$ cat src/rtl/i2c_pkg.sv
// Shared I2C definitions: target FSM encoding, ACK levels, sensor address and command codes.
// Used by the sensor target and by the master that talks to it.
package i2c_pkg;

    typedef enum logic [2:0] {
        StIdle,
        StAddr,
        StAddrAck,
        StWrByte,
        StWrAck,
        StRdByte,
        StRdAck,
        StIgnore
    } i2c_state_e;

    localparam logic I2C_ACK  = 1'b0;
    localparam logic I2C_NACK = 1'b1;

    localparam logic [6:0] SENSOR_ADDR = 7'h40;

    localparam logic [7:0] CMD_MEAS_TEMP = 8'hE3;
    localparam logic [7:0] CMD_MEAS_RH   = 8'hE5;
    localparam logic [7:0] CMD_SOFT_RST  = 8'hFE;

    // Address byte as it appears on the wire: 7-bit address followed by R/W.
    function automatic logic [7:0] addr_byte(input logic [6:0] addr, input logic rw);
        return {addr, rw};
    endfunction

endpackage

$ cat src/rtl/i2c_sensor_target_if.sv
// Pad-side I2C signals between the bus and the sensor target.
// SDA is open-drain: the target only ever requests a pull-low through sda_oe.
interface i2c_sensor_target_if;
    logic scl_in;
    logic sda_in;
    logic sda_oe;

    modport master (output scl_in, output sda_in, input sda_oe);
    modport slave  (input scl_in, input sda_in, output sda_oe);
endinterface

$ cat src/rtl/i2c_line_filter.sv
// Two-flop synchronizer plus a FILTER_LEN-cycle glitch filter for one I2C line.
// Produces the filtered level and single-cycle rise/fall pulses aligned with it.
module i2c_line_filter #(
    parameter int unsigned FILTER_LEN = 4
) (
    input  logic clk100MHz,
    input  logic rst_n,
    input  logic line_raw,
    output logic level,
    output logic rise,
    output logic fall
);

    localparam int unsigned CntW = (FILTER_LEN > 1) ? $clog2(FILTER_LEN) : 1;

    logic [1:0]      sync_q;
    logic            filt_q;
    logic            rise_q;
    logic            fall_q;
    logic [CntW-1:0] cnt_q;

    // Preset to 1 so a reset looks like an idle bus.
    always_ff @(posedge clk100MHz or negedge rst_n) begin
        if (!rst_n) begin
            sync_q <= 2'b11;
            filt_q <= 1'b1;
            cnt_q  <= '0;
            rise_q <= 1'b0;
            fall_q <= 1'b0;
        end else begin
            sync_q <= {sync_q[0], line_raw};
            rise_q <= 1'b0;
            fall_q <= 1'b0;
            if (sync_q[1] == filt_q) begin
                cnt_q <= '0;
            end else if (cnt_q == CntW'(FILTER_LEN - 1)) begin
                filt_q <= sync_q[1];
                cnt_q  <= '0;
                rise_q <= sync_q[1];
                fall_q <= ~sync_q[1];
            end else begin
                cnt_q <= cnt_q + 1'b1;
            end
        end
    end

    assign level = filt_q;
    assign rise  = rise_q;
    assign fall  = fall_q;

endmodule

$ cat src/rtl/i2c_sensor_target.sv
// I2C target emulating the temperature/humidity sensor: ACKs its address, captures the
// command byte of writes and returns a 16-bit measurement MSB-first on reads.
module i2c_sensor_target
    import i2c_pkg::*;
#(
    parameter logic [6:0]  I2C_ADDR   = SENSOR_ADDR,
    parameter int unsigned FILTER_LEN = 4
) (
    input  logic                 clk100MHz,
    input  logic                 rst_n,
    i2c_sensor_target_if.slave   bus,
    input  logic [15:0]          meas_data,
    output logic [7:0]           cmd_byte,
    output logic                 cmd_strobe,
    output logic                 busy
);

    logic scl_f, scl_rise, scl_fall;
    logic sda_f, sda_rise, sda_fall;

    i2c_line_filter #(.FILTER_LEN(FILTER_LEN)) u_scl_filter (
        .clk100MHz (clk100MHz),
        .rst_n     (rst_n),
        .line_raw  (bus.scl_in),
        .level     (scl_f),
        .rise      (scl_rise),
        .fall      (scl_fall)
    );

    i2c_line_filter #(.FILTER_LEN(FILTER_LEN)) u_sda_filter (
        .clk100MHz (clk100MHz),
        .rst_n     (rst_n),
        .line_raw  (bus.sda_in),
        .level     (sda_f),
        .rise      (sda_rise),
        .fall      (sda_fall)
    );

    i2c_state_e  state_q, state_d;
    logic [3:0]  bit_cnt_q, bit_cnt_d;
    logic [7:0]  shift_q, shift_d;
    logic        rw_q, rw_d;
    logic [15:0] shadow_q, shadow_d;
    logic        byte_idx_q, byte_idx_d;
    logic        first_q, first_d;
    logic [7:0]  cmd_byte_q, cmd_byte_d;
    logic        cmd_strobe_q, cmd_strobe_d;
    logic        busy_q, busy_d;
    logic        sda_oe_q, sda_oe_d;

    logic       start_det, stop_det;
    logic [7:0] shift_in;
    logic [7:0] rd_byte;
    logic [2:0] bit_sel;

    assign start_det = sda_fall & scl_f;
    assign stop_det  = sda_rise & scl_f;
    assign shift_in  = {shift_q[6:0], sda_f};
    assign rd_byte   = byte_idx_q ? shadow_q[7:0] : shadow_q[15:8];
    assign bit_sel   = 3'd7 - bit_cnt_q[2:0];

    always_ff @(posedge clk100MHz or negedge rst_n) begin
        if (!rst_n) begin
            state_q      <= StIdle;
            bit_cnt_q    <= '0;
            shift_q      <= '0;
            rw_q         <= 1'b0;
            shadow_q     <= '0;
            byte_idx_q   <= 1'b0;
            first_q      <= 1'b0;
            cmd_byte_q   <= '0;
            cmd_strobe_q <= 1'b0;
            busy_q       <= 1'b0;
            sda_oe_q     <= 1'b0;
        end else begin
            state_q      <= state_d;
            bit_cnt_q    <= bit_cnt_d;
            shift_q      <= shift_d;
            rw_q         <= rw_d;
            shadow_q     <= shadow_d;
            byte_idx_q   <= byte_idx_d;
            first_q      <= first_d;
            cmd_byte_q   <= cmd_byte_d;
            cmd_strobe_q <= cmd_strobe_d;
            busy_q       <= busy_d;
            sda_oe_q     <= sda_oe_d;
        end
    end

    // ACK states use sda_oe_q as phase: first SCL fall drives ACK, second fall leaves the slot.
    always_comb begin
        state_d      = state_q;
        bit_cnt_d    = bit_cnt_q;
        shift_d      = shift_q;
        rw_d         = rw_q;
        shadow_d     = shadow_q;
        byte_idx_d   = byte_idx_q;
        first_d      = first_q;
        cmd_byte_d   = cmd_byte_q;
        cmd_strobe_d = 1'b0;
        busy_d       = busy_q;
        sda_oe_d     = sda_oe_q;

        if (stop_det) begin
            state_d  = StIdle;
            sda_oe_d = 1'b0;
            busy_d   = 1'b0;
        end else if (start_det) begin
            state_d   = StAddr;
            bit_cnt_d = '0;
            sda_oe_d  = 1'b0;
        end else begin
            unique case (state_q)
                StAddr: begin
                    if (scl_rise) begin
                        shift_d   = shift_in;
                        bit_cnt_d = bit_cnt_q + 4'd1;
                        if (bit_cnt_q == 4'd7) begin
                            if (shift_in[7:1] == I2C_ADDR) begin
                                state_d    = StAddrAck;
                                busy_d     = 1'b1;
                                rw_d       = shift_in[0];
                                first_d    = 1'b1;
                                byte_idx_d = 1'b0;
                            end else begin
                                state_d = StIgnore;
                            end
                        end
                    end
                end
                StAddrAck: begin
                    if (scl_fall) begin
                        if (!sda_oe_q) begin
                            sda_oe_d = 1'b1;
                            if (rw_q) begin
                                shadow_d   = meas_data;
                                byte_idx_d = 1'b0;
                            end
                        end else begin
                            bit_cnt_d = '0;
                            if (rw_q) begin
                                state_d  = StRdByte;
                                sda_oe_d = ~shadow_q[15];
                            end else begin
                                state_d  = StWrByte;
                                sda_oe_d = 1'b0;
                            end
                        end
                    end
                end
                StWrByte: begin
                    if (scl_rise) begin
                        shift_d   = shift_in;
                        bit_cnt_d = bit_cnt_q + 4'd1;
                        if (bit_cnt_q == 4'd7) begin
                            state_d = StWrAck;
                            if (first_q) begin
                                cmd_byte_d   = shift_in;
                                cmd_strobe_d = 1'b1;
                                first_d      = 1'b0;
                            end
                        end
                    end
                end
                StWrAck: begin
                    if (scl_fall) begin
                        if (!sda_oe_q) begin
                            sda_oe_d = 1'b1;
                        end else begin
                            sda_oe_d  = 1'b0;
                            state_d   = StWrByte;
                            bit_cnt_d = '0;
                        end
                    end
                end
                StRdByte: begin
                    if (scl_rise) begin
                        bit_cnt_d = bit_cnt_q + 4'd1;
                    end else if (scl_fall) begin
                        if (bit_cnt_q == 4'd8) begin
                            sda_oe_d = 1'b0;
                            state_d  = StRdAck;
                        end else begin
                            sda_oe_d = ~rd_byte[bit_sel];
                        end
                    end
                end
                StRdAck: begin
                    if (scl_rise) begin
                        if (sda_f == I2C_ACK) begin
                            byte_idx_d = ~byte_idx_q;
                            bit_cnt_d  = '0;
                            state_d    = StRdByte;
                        end else begin
                            state_d = StIgnore;
                        end
                    end
                end
                StIdle, StIgnore: begin
                end
                default: begin
                    state_d  = StIdle;
                    sda_oe_d = 1'b0;
                end
            endcase
        end
    end

    assign bus.sda_oe = sda_oe_q;
    assign cmd_byte   = cmd_byte_q;
    assign cmd_strobe = cmd_strobe_q;
    assign busy       = busy_q;

endmodule

$ cat src/flat_wrapper.sv
// flat-port wrapper written by rule: the top's interface ports become plain ports
module i2c_sensor_target_flat import i2c_pkg::*;
#(
    parameter logic [6:0]  I2C_ADDR   = SENSOR_ADDR,
    parameter int unsigned FILTER_LEN = 4
)
  (clk100MHz, rst_n, meas_data, cmd_byte, cmd_strobe, busy, bus_scl_in, bus_sda_in, bus_sda_oe);
  i2c_sensor_target_if bus_i ();
  input  logic clk100MHz;
  input  logic rst_n;
  input  logic [15:0] meas_data;
  output logic [7:0] cmd_byte;
  output logic cmd_strobe;
  output logic busy;
  input wire logic [$bits(bus_i.scl_in)-1:0] bus_scl_in;
  input wire logic [$bits(bus_i.sda_in)-1:0] bus_sda_in;
  output wire logic [$bits(bus_i.sda_oe)-1:0] bus_sda_oe;
  assign bus_i.scl_in = bus_scl_in;
  assign bus_i.sda_in = bus_sda_in;
  assign bus_sda_oe = bus_i.sda_oe;
  i2c_sensor_target #(.I2C_ADDR(I2C_ADDR), .FILTER_LEN(FILTER_LEN)) u_core (.clk100MHz(clk100MHz), .rst_n(rst_n), .bus(bus_i), .meas_data(meas_data), .cmd_byte(cmd_byte), .cmd_strobe(cmd_strobe), .busy(busy));
endmodule
$ cat config.mk
export PLATFORM = sky130hd
export DESIGN_NAME = i2c_sensor_target_flat
export DESIGN_NICKNAME = d
export VERILOG_FILES = /design/src/rtl/i2c_pkg.sv /design/src/rtl/i2c_sensor_target_if.sv /design/src/rtl/i2c_line_filter.sv /design/src/rtl/i2c_sensor_target.sv /design/src/flat_wrapper.sv
export SDC_FILE = /design/constraint.sdc
export NUM_CORES = 1
export LEC_CHECK = 0
export BUFFER_PORTS_ARGS = -buffer_cell sky130_fd_sc_hd__buf_2
export CAP_MARGIN = 25
export CORE_MARGIN = 5
export CORE_UTILIZATION = 38
export DETAILED_ROUTE_END_ITERATION = 12
export SKIP_LAST_GASP = 1
export SLEW_MARGIN = 20
export SYNTH_ARGS = -nofsm -noshare
export SYNTH_HDL_FRONTEND = slang
export SYNTH_SLANG_ARGS = --single-unit
$ cat constraint.sdc
create_clock -name clk100MHz -period 4.77 [get_ports clk100MHz]
set_input_delay 0.7155 -clock clk100MHz [delete_from_list [all_inputs] [get_ports clk100MHz]]
set_output_delay 0.7155 -clock clk100MHz [all_outputs]
set_load 0.005 [all_outputs]
# Word level (Yosys, flattened, before mapping)
# Cells that the tools add are included.
[word_totals] inputBits=20 ff_bits=58 out_inout_bits=11 wordCells=178
[classes] muxes=75 n_reduce_logical=24 bitwise=12 add_sub_neg=4 order_cmp=1 n_eq_ne=41
[op_table] cell="$mux 3" n=16
[op_table] cell="$mux 1" n=41
[op_table] cell="$ne 4x2->1 const B" n=7
[op_table] cell="$mux 4" n=6
[op_table] cell="$ne 4x1->1 const B" n=5
[op_table] cell="$pmux 3 s6" n=1
[op_table] cell="$reduce_and 6->1" n=3
[op_table] cell="$ne 2x2->1 const B" n=7
[op_table] cell="$reduce_and 13->1" n=1
[op_table] cell="$pmux 4 s3" n=1
[op_table] cell="$reduce_and 11->1" n=1
[op_table] cell="$mux 2" n=5
[op_table] cell="$not 1->1" n=10
[op_table] cell="$reduce_and 5->1" n=2
[op_table] cell="$reduce_bool 2->1" n=5
[op_table] cell="$eq 3x3->1 const B" n=3
[op_table] cell="$ne 3x1->1 const B" n=3
[op_table] cell="$mux 8" n=1
[op_table] cell="$ne 2x1->1 const B" n=4
[op_table] cell="$reduce_and 8->1" n=1
[op_table] cell="$reduce_bool 8->1" n=1
[op_table] cell="$eq 7x7->1 const B" n=1
[op_table] cell="$reduce_and 7->1" n=1
[op_table] cell="$eq 3x2->1 const B" n=2
[op_table] cell="21 further kinds" n=29

# Longest topological paths before layout
[depth] depth_word=10 ltp_mapped=7 depth_no_buf=7

# Hierarchy
# A second synthesis with hierarchy kept.
[unflattened] hier_cells=230 area_unflattened_um2=2871.5
[modules_own_cells] mod="i2c_sensor_target" cells_each=202 seq_area_each_um2=1101.1 instances=1 area_each_um2=2376.0
[modules_own_cells] mod="i2c_line_filter" cells_each=14 seq_area_each_um2=178.9 instances=2 area_each_um2=247.7

# Worst setup path before layout
# OpenSTA, ideal clock, no wires.
[synth_path] path_kind="flip-flop to flip-flop" from="register u_core.bit_cnt_q[1]" to="register u_core.cmd_byte_q[0], in the netlist u_core.cmd_byte[0]" period_less_slack_ps=1768 required_time_ps=4645 setup_slack_ps=3002 arrival_ps=1643 path_stages_with_launch=7 cell_sequence="dfrtp_1 ha_1 nand3b_1 nor4_2 and3_1 buf_6 mux2_4"
[synth_between] elab_chain_cells=2
[synth_rtl] element="start, declared" line="i2c_sensor_target.sv:40" rtl="logic [3:0] bit_cnt_q, bit_cnt_d;"
[synth_rtl] element="start signal, assigned" line="i2c_sensor_target.sv:77" rtl="bit_cnt_q <= bit_cnt_d;"
[synth_rtl] element="$eq 4x3->1" line="i2c_sensor_target.sv:155" rtl="if (bit_cnt_q == 4'd7) begin"
[synth_rtl] element="$reduce_and 6->1 (no source line)"
[synth_rtl] element="end signal, assigned" line="i2c_sensor_target.sv:83" rtl="cmd_byte_q <= cmd_byte_d;"
[synth_rtl] element="end, declared" line="i2c_sensor_target.sv:46" rtl="logic [7:0] cmd_byte_q, cmd_byte_d;"
# Every way passes these cells.
# A chain may end at the register's enable or synchronous reset.

# Worst setup path after layout
[layout_path] from="register u_core.state_q[0]" to="register u_core.cmd_byte_q[4], in the netlist u_core.cmd_byte[4]"
[layout_between] elab_chain_cells=2
[layout_rtl] element="start, declared" line="i2c_sensor_target.sv:39" rtl="i2c_state_e state_q, state_d;"
[layout_rtl] element="start signal, assigned" line="i2c_sensor_target.sv:64" rtl="state_q <= StIdle;"
[layout_rtl] element="start signal, assigned" line="i2c_sensor_target.sv:76" rtl="state_q <= state_d;"
[layout_rtl] element="$eq 3x2->1" line="i2c_sensor_target.sv:113" rtl="unique case (state_q)"
[layout_rtl] element="$reduce_and 6->1 (no source line)"
# Every way passes these cells.

==> impl_metrics.env <==
export IMPL_yosysTopAreaCellShare_pct=45.8
export IMPL_cts_buffers=9
export IMPL_crit_path_max_fanout=22
export IMPL_n_antenna_cell=0
export IMPL_clk_insertion_delay_late_ns=0.34
export IMPL_viasPerCell=5.07
export IMPL_cp_num_buf_inv=0
export IMPL_worstReg2RegStart="u_core.state_q[0]$_DFFE_PN0P_"
export IMPL_rsz0062_at_grt="false"
export IMPL_cts_setup_buffers=0
export IMPL_place_hpwl_um=3670
export IMPL_root_buffer="clkbuf_8"
export IMPL_syn2layout_area_growth_pct=14.2
export IMPL_mostFrequentLayoutCells="dfrtp_1 (52), buf_2 (30), nand2_1 (16), mux2_2 (13), nor2_1 (12)"
export IMPL_syn_area_um2=2840
export IMPL_status="finished, final reports clean"
export IMPL_rrSetupSlack_ns=2.36
export IMPL_worstPathCellList="nand2_1 > nor4_2 > and3_1 > mux2_4"
export IMPL_finalHoldViolCount=0
export IMPL_gp_congestion=0.821
export IMPL_period_share_pct=50.6
export IMPL_dr_pass1_iters=4
export IMPL_cp_depth=4
export IMPL_htreeDepth=3
export IMPL_max_vdd_ir_drop_uv=183
export IMPL_maxSlewHeadroom_pct=52.6
export IMPL_grt_pass1_vias=1893
export IMPL_fin_crit_ns=2.41
export IMPL_synth_fp_nets=255
export IMPL_worst_path_largest_cell_delay_ns=0.76
export IMPL_synth_async_reset_ratio_pct=100
export IMPL_crit_end="u_core.cmd_byte[4]$_DFFE_PN0P_"
export IMPL_cts_buffer_depth=2
export IMPL_yosysTopAreaCell="dfrtp_1"
export IMPL_route_detailed_drc=0
export IMPL_start_util_pct=39.1
export IMPL_final_common_cell="dfrtp_1"
export IMPL_cts_sinks=58
export IMPL_die_area_um2=9300
export IMPL_setup_worst_path_start_class="flip-flop"
export IMPL_reg2reg_depth=4
export IMPL_drt_iter0_markers=87
export IMPL_coreArea_um2=7250
export IMPL_antenna_left=0
export IMPL_r2r_end="u_core.cmd_byte[4]$_DFFE_PN0P_"
export IMPL_drive_above_1_share_pct=32.6
export IMPL_fillers=709
export IMPL_crit_start="u_core.state_q[0]$_DFFE_PN0P_"
export IMPL_fin_skew_ns=0.0103
export IMPL_synth_edff_count=0
export IMPL_die_w_um=96.4
export IMPL_vias=1856
export IMPL_worstHoldPathType="flip-flop to flip-flop"
export IMPL_cp_required_ns=4.99
export IMPL_rows=31
export IMPL_cellPowerDensity_nw_per_um2=426
export IMPL_tightest_slew_ns=0.711
export IMPL_path_class="flip-flop to flip-flop"
export IMPL_cts_resized=0
export IMPL_syn_area_per_cell_um2=12.3
export IMPL_slowest_stage="dfrtp_1"
export IMPL_grt_max_degree=59
export IMPL_max_freq_mhz=415
export IMPL_routed_wl_um=5270
export IMPL_cellLeakagePower_nw=1.43
export IMPL_ys_ff_latch=58
export IMPL_ios=31
export IMPL_max_cap_viol_count=0
export IMPL_grt_usage_pct=13.1
export IMPL_cts_tree="yes"
export IMPL_seq_area_frac_synth_pct=51.4
export IMPL_ys_types=58
export IMPL_synth_area_top_cells="dfrtp_1 (46%), dfstp_2 (5.6%), mux2_2 (5.2%), mux2_1 (4.4%), mux2_4 (4.2%)"
export IMPL_syn_inst=231
export IMPL_end_kind="flip-flop"
export IMPL_yosys_warnings=0
export IMPL_die_height_um=96.4
export IMPL_hp_start="u_core.u_scl_filter.sync_q[0]$_DFF_PN1_"
export IMPL_finish_utilization_pct=44.7
export IMPL_grt_first_pass_wirelength_um=9270
export IMPL_synth_main_ff_cell="dfrtp_1"
export IMPL_wire_per_inst_um=14.4
export IMPL_antenna_found_initial=0
export IMPL_crit_arrival_ns=2.63
export IMPL_setup_viol=0
export IMPL_portBuffers=30
export IMPL_final_nets=286
export IMPL_clkTransAtPathRegs_ns=0.07
export IMPL_postCtsHoldBufs=0
export IMPL_overflow=0
export IMPL_drv_slew=0
export IMPL_cp_top_family="simple AND/OR/NAND/NOR gates"
export IMPL_fin_setup_tns_ns=0
[power breakdown]
part | total (W) | internal, W | switching, W
logic | 0.000245 | 0.000118 | 0.000127
clock network | 0.000482 | 0.000293 | 0.000189
registers | 0.000656 | 0.000551 | 0.000105
total | 0.00138 | 0.000962 | 0.000420
[state kept, by name, indices dropped and copies added, names as in the netlist, 2 cells and up]
name,cells
u_core.u_sda_filter.sync_q,2
u_core.shadow_q,16
u_core.bit_cnt_q,4
u_core.u_scl_filter.cnt_q,2
u_core.u_sda_filter.cnt_q,2
u_core.state_q,3
u_core.shift_q,7
u_core.cmd_byte,8
u_core.u_scl_filter.sync_q,2
[area by class of cell]
| type | count | area (µm²) | share of cell area, % |
|---|---|---|---|
| Multi-Input combinational cell | 154 | 1260 | 38.9 |
| Clock inverter | 5 | 78.8 | 2.43 |
| Inverter | 8 | 30.0 | 0.926 |
| Tap cell | 99 | 124 | 3.82 |
| Timing Repair Buffer | 31 | 158 | 4.86 |
| Sequential cell | 58 | 1460 | 45.0 |
| Clock buffer | 11 | 131 | 4.05 |
[cells by family (layout without fill, tap and decap cells)]
logic type               Yosys count  count (layout)  share of synthesized area [%]
AO/OA/AOI/OAI                     40              40                           10.4
XOR/XNOR                           4               4                           1.23
adder cells (fa/ha/maj)            4               4                           1.76
buffers and inverters             19              55                           4.14
flip-flops                        58              58                           51.4
multiplexers                      38              38                           17.3
AND/OR/NAND/NOR                   68              68                           13.7
[worst reg2reg max path, delay by kind of cell, from the launching register on]
| family | cells | cell delay (ns) |
|---|---|---|
| DFF | 1 | 0.76 |
| muxes | 1 | 0.35 |
| and+or+nand+nor | 3 | 1.18 |
[metal layers]
metal	part of all wire [%]	wire, µm	up-vias	GRT usage (%)
met5	0	0	-	0
li1	-	-	909	-
met1	49	2580	916	17.4
met3	3.4	178	9	3.25
met4	1.9	102	0	6.31
met2	46	2420	22	20.0
[stage by stage]
stage / cells / total power [W] / cell area, µm² / hold WS, ns / setup WS, ns
after floorplan: 231 / 0.000856 / 2840 / 0.345 / 3.00
after global placement: 350 / 0.000905 / 3030 / 0.347 / 2.43
after detailed placement: 350 / 0.000911 / 3030 / 0.347 / 2.38
after CTS: 366 / 0.00140 / 3240 / 0.356 / 2.36
after global routing: 366 / 0.00147 / 3240 / 0.362 / 2.10
final: 366 / 0.00138 / 3240 / 0.355 / 2.36
[synthesized netlist by cell type, types with 2 or more instances]
cell,count
a31oi_1,3
dfstp_2,6
and2_1,3
xnor2_1,3
buf_2,4
and3_1,2
a21oi_1,6
mux2_1,11
inv_1,6
mux2i_1,3
nor3_2,2
o2bb2ai_1,2
ha_1,4
nor4_1,3
nand2_1,16
dfrtp_1,52
nor2b_1,2
inv_2,2
buf_6,5
nand2b_1,5
nand3_1,4
nor4_2,2
o21ai_0,11
mux2_2,13
nor3_1,5
nor2_1,12
mux2_4,8
nand3b_1,2
a211oi_1,3
o31ai_1,2
mux4_2,2
[how the worst min path moves through the flow]
stage / to / slack, ns / cells after the start
final: u_core.u_scl_filter.sync_q[1]$_DFF_PN1_ / 0.35 / 0
after global routing: u_core.u_scl_filter.sync_q[1]$_DFF_PN1_ / 0.36 / 0
after CTS: u_core.u_scl_filter.sync_q[1]$_DFF_PN1_ / 0.36 / 0
after detailed placement: u_core.u_sda_filter.sync_q[1]$_DFF_PN1_ / 0.35 / 0
after global placement: u_core.u_scl_filter.sync_q[1]$_DFF_PN1_ / 0.35 / 0
after floorplan: u_core.u_scl_filter.sync_q[1]$_DFF_PN1_ / 0.35 / 0
Note: power is estimated with default switching activity, not from simulation.
